**src/rtl/sipo_deserializer.sv**
```systemverilog
// ============================================================================
// Module   : sipo_deserializer
// Brief    : Framed serial-in/parallel-out receiver with valid/ready output.
// Revision : 1.0 - initial release
// ============================================================================
`default_nettype none

module sipo_deserializer #(
   parameter int WIDTH     = 4,
   parameter int MSB_FIRST = 1
) (
   input  logic             clk,
   input  logic             reset,
   input  logic             sin,
   input  logic             sin_valid,
   input  logic             frame,
   output logic [WIDTH-1:0] pout,
   output logic             pout_valid,
   input  logic             out_ready,
   output logic             busy,
   output logic             overrun,
   output logic             frame_err
);

   localparam int            CW   = $clog2(WIDTH + 1);
   localparam logic [CW-1:0] LAST = CW'(WIDTH - 1);

   typedef enum logic [0:0] {
      IDLE  = 1'b0,
      SHIFT = 1'b1
   } state_t;

   state_t           state_q, state_d;
   logic [WIDTH-1:0] sh_q, sh_d;
   logic [CW-1:0]    cnt_q, cnt_d;
   logic [WIDTH-1:0] pout_q, pout_d;
   logic             pout_valid_q, pout_valid_d;
   logic             overrun_q, overrun_d;
   logic             frame_err_q, frame_err_d;
   logic             complete;

   function automatic logic [WIDTH-1:0] insert_bit(input logic [WIDTH-1:0] cur,
                                                   input logic             b);
      if (MSB_FIRST != 0) return {cur[WIDTH-2:0], b};
      else                return {b, cur[WIDTH-1:1]};
   endfunction

   always_ff @(posedge clk or posedge reset) begin
      if (reset) begin
         state_q      <= IDLE;
         sh_q         <= '0;
         cnt_q        <= '0;
         pout_q       <= '0;
         pout_valid_q <= 1'b0;
         overrun_q    <= 1'b0;
         frame_err_q  <= 1'b0;
      end else begin
         state_q      <= state_d;
         sh_q         <= sh_d;
         cnt_q        <= cnt_d;
         pout_q       <= pout_d;
         pout_valid_q <= pout_valid_d;
         overrun_q    <= overrun_d;
         frame_err_q  <= frame_err_d;
      end
   end

   always_comb begin
      state_d      = state_q;
      sh_d         = sh_q;
      cnt_d        = cnt_q;
      pout_d       = pout_q;
      pout_valid_d = pout_valid_q;
      overrun_d    = 1'b0;
      frame_err_d  = 1'b0;
      complete     = 1'b0;

      case (state_q)
         IDLE: begin
            // Bits outside a frame are stray and silently ignored.
            if (sin_valid && frame) begin
               sh_d    = insert_bit('0, sin);
               cnt_d   = CW'(1);
               state_d = SHIFT;
            end
         end
         SHIFT: begin
            if (sin_valid) begin
               if (frame) begin
                  sh_d        = insert_bit('0, sin);
                  cnt_d       = CW'(1);
                  frame_err_d = 1'b1;
               end else begin
                  sh_d = insert_bit(sh_q, sin);
                  if (cnt_q == LAST) begin
                     cnt_d    = '0;
                     state_d  = IDLE;
                     complete = 1'b1;
                  end else begin
                     cnt_d = cnt_q + CW'(1);
                  end
               end
            end
         end
         default: state_d = IDLE;
      endcase

      // A completing word may replace one being drained in the same cycle.
      if (complete) begin
         if (!pout_valid_q || out_ready) begin
            pout_d       = sh_d;
            pout_valid_d = 1'b1;
         end else begin
            overrun_d = 1'b1;
         end
      end else if (pout_valid_q && out_ready) begin
         pout_valid_d = 1'b0;
      end
   end

   assign pout       = pout_q;
   assign pout_valid = pout_valid_q;
   assign busy       = (state_q == SHIFT);
   assign overrun    = overrun_q;
   assign frame_err  = frame_err_q;

endmodule

`default_nettype wire

```
**config.mk**
```make
export PLATFORM = sky130hd
export DESIGN_NAME = sipo_deserializer
export DESIGN_NICKNAME = d
export VERILOG_FILES = /design/src/rtl/sipo_deserializer.sv
export SDC_FILE = /design/constraint.sdc
export NUM_CORES = 1
export LEC_CHECK = 0
export BUFFER_PORTS_ARGS = -buffer_cell sky130_fd_sc_hd__buf_2
export CAP_MARGIN = 20
export CORE_UTILIZATION = 50
export CTS_BUF_LIST = sky130_fd_sc_hd__clkbuf_2
export CTS_CLUSTER_DIAMETER = 50
export CTS_CLUSTER_SIZE = 8
export DETAILED_ROUTE_END_ITERATION = 6
export PLACE_DENSITY = 0.85
export SETUP_SLACK_MARGIN = 0.05
export SYNTH_ARGS = -nofsm -noshare
export SYNTH_HDL_FRONTEND = slang
export SYNTH_SLANG_ARGS = --single-unit
export TNS_END_PERCENT = 10
```
**constraint.sdc**
```tcl
create_clock -name clk -period 4.4 [get_ports clk]
set_input_delay 0.88 -clock clk [delete_from_list [all_inputs] [get_ports clk]]
set_output_delay 0.88 -clock clk [all_outputs]
set_load 0.03 [all_outputs]
```
==> flow_summary.yaml <==
synth:
  yosys.cell_types.count: 24
  synth-seq-cells: 15
  synth_enable_flop_cells: 0
  ys_dominant_reg_cell: "dfrtp_1"
  synth_largest_area_cell: "dfrtp_1"
  synth-seq-area-share_pct: 55.6
  synthesis.instances: 59
  synth_top_cells_by_area: "dfrtp_1 (56%), mux2_2 (8.3%), nand2b_1 (4.6%)"
  async_flop_share_pct: 100
  post_synth.cell_area_avg_um2: 11.5
  syn-cell-area_um2: 676
  yosys_warnings: 0
  synth_largest_type_area_fraction_pct: 55.6
  synth_nets: 66
sta:
  worst_hold_slack_ns: 0.497
  slew_violations: 0
  layout_worst_path_cycle_share_pct: 46.1
  post-route-worst-setup-slack_ns: 2.37
  unrepaired_setup_endpoints_after_global_routing: "false"
  number_of_failing_setup_endpoints_in_the_final_timing_report: 0
  finClkSkew_ns: 0.00512
  timing.final.crit_period_ns: 2.03
  finalHoldViolCount: 0
  totalNegativeSetupSlack_ns: 0
  slew_headroom_pct: 63.9
  timing_worst_slew_pin_value_ns: 0.540
  max_freq_mhz: 493
critical_path:
  critical_path_class: "reg2out"
  timing.critical_path.fanout_max: 15
  cp.required_ns: 3.52
  critical_path.top_delay_family: "flip-flops"
  slowest_delay_ns: 0.60
  worst_setup_path_end_kind: "output pin"
  critPathLaunchType: "register"
  r2r_path_end: "pout[3]"
  worst_r2r_path_depth: 3
  worst-endpoint-arrival_ns: 1.15
  critical_path.reg2reg.startpoint: "busy"
  cp.buffers_inverters: 1
  regToRegSetupSlack_ns: 2.76
  critical-path-slowest-cell: "dfrtp_1"
  cp_cell_sequence: "buf_2"
floorplan:
  pin_count: 14
  coreArea_um2: 1190
  rows: 12
  die_h_um: 38.8
  die-area_um2: 1500
  die_w_um: 38.8
  initial_utilization_pct: 57.0
detailed_routing:
  drt_drc_violations_left: 0
  num_vias: 490
  first_pass_iters: 4
  postRouteWirelength_mm: 1.18
  avgRoutedWirePerCell_um: 13.5
  routed_vias_inst: 5.63
  drt.antenna.violating_nets: 0
  drt_first_iter_violations: 14
clocking:
  post_cts_buffers: 0
  clkSlewWorstSetupHoldPaths_ns: 0.13
  cts.root.buffer_cell: "clkbuf_2"
  cts_hold_buf: 0
  clock-sinks: 15
  cts.repair.resized: 0
  cts_inserted_buffers: 3
  clk_latency_ns: 0.27
  max-clock-path-buffers: 2
  cts_tree: "done"
  cts_max_level: 1
hold_path:
  hold-path-cell-count: 1
  holdPathEnd: "cnt_q[2]"
  hold_path.class: "reg2reg"
  timing.hold.worst.start: "cnt_q[2]"
global_routing:
  grt_antenna_before_repair: 0
  number_of_global_route_vias_before_repair: 457
  first_pass_grt_wire_length_mm: 1.99
  grt_max_degree: 16
  globalRouteOverflowTotal: 0
  global_route.usage.total_pct: 20.7
power:
  vdd.ir_drop.worst_v: 0.000237
  static-leakage-power_uw: 0.000408
  pwrdens_nw_per_um2: 495
cells_and_area:
  area_growth_syn_to_layout_pct: 12.8
  drive_gt1_share_pct: 32.9
  insertedDiodeCount: 0
  finalNetCount: 81
  mostFrequentLayoutCell: "dfrtp_1"
  final-instance-count-excl-fill: 87
  nFillCells: 98
  layout_common_cells: "dfrtp_1 (15), buf_2 (13), nand2b_1 (5), a21oi_1 (5), mux2_2 (5)"
placed_design:
  pre_cts_slack_ns: 2.32
  place.detailed.instances: 83
  gp_congestion: 0.845
  post-dp-hpwl_um: 906
  numPortBuffers: 13
status:
  status: "completed"
run:
  drv_cap: 0
-- report_power, final --
part	total (uW)	internal [uW]	leakage (uW)	switching, uW
combinational	121	47.8	0.000197	73.0
sequential	192	166	0.000195	25.3
clock	64.9	24.1	0.0000166	40.8
total	378	238	0.000408	139
-- kinds of logic after synthesis --
family | synth area share, %
multiplexers | 8.33
AO/OA/AOI/OAI | 13.1
AND/OR/NAND/NOR | 17.0
adder cells (fa/ha/maj) | 1.85
flip-flops | 55.6
buffers and inverters | 4.07
-- routing by layer --
metal	track usage, %	part of all wire (%)	up-vias
met3	5.20	5.8	5
met4	12.9	2.5	0
met5	0	0	-
met2	30.4	48	20
li1	-	-	233
met1	26.9	44	232
-- through the flow --
| step | cell area [um^2] | power [uW] | utilization (%) |
|---|---|---|---|
| after floorplan | 676 | 284 | - |
| after global placement | 742 | 313 | 62.6 |
| after detailed placement | 742 | 317 | 62.6 |
| after CTS | 762 | 381 | 64.2 |
| after global routing | 762 | 401 | 64.2 |
| final | 762 | 378 | 64.2 |
-- area by class of cell --
cell class	count	area [um^2]	area share, %
clock buffers	4	20.0	2.63
multi-input cells	38	273	35.8
flip-flops and latches	15	375	49.3
well taps	14	17.5	2.30
inverters	3	11.3	1.48
repair buffers	13	65.1	8.54
-- cell usage after synthesis (2+ instances only) --
cell type and number:
a21oi_1 5, o21ai_0 2, dfrtp_1 15, nand2b_1 5
inv_1 3, mux2_2 5, nor2_1 2, a21o_1 3
nand2_1 2, nand3_1 3
-- worst max-delay path by stage --
stage	from	to	slack, ns	cells after the start
floorplan	sin_valid	pout[0]	2.49	4
global placement	sin_valid	pout[2]	2.37	4
detailed placement	sin_valid	pout[3]	2.32	4
CTS	busy	busy	2.37	1
global route	busy	busy	2.28	1
finish	busy	busy	2.37	1
-- registers in the layout, summed over array words and instances (netlist names) --
signal	count
frame_err	1
pout	4
pout_valid	1
sh_q	4
overrun	1
busy	1
cnt_q	3
Note: power is estimated with default switching activity, not from simulation.
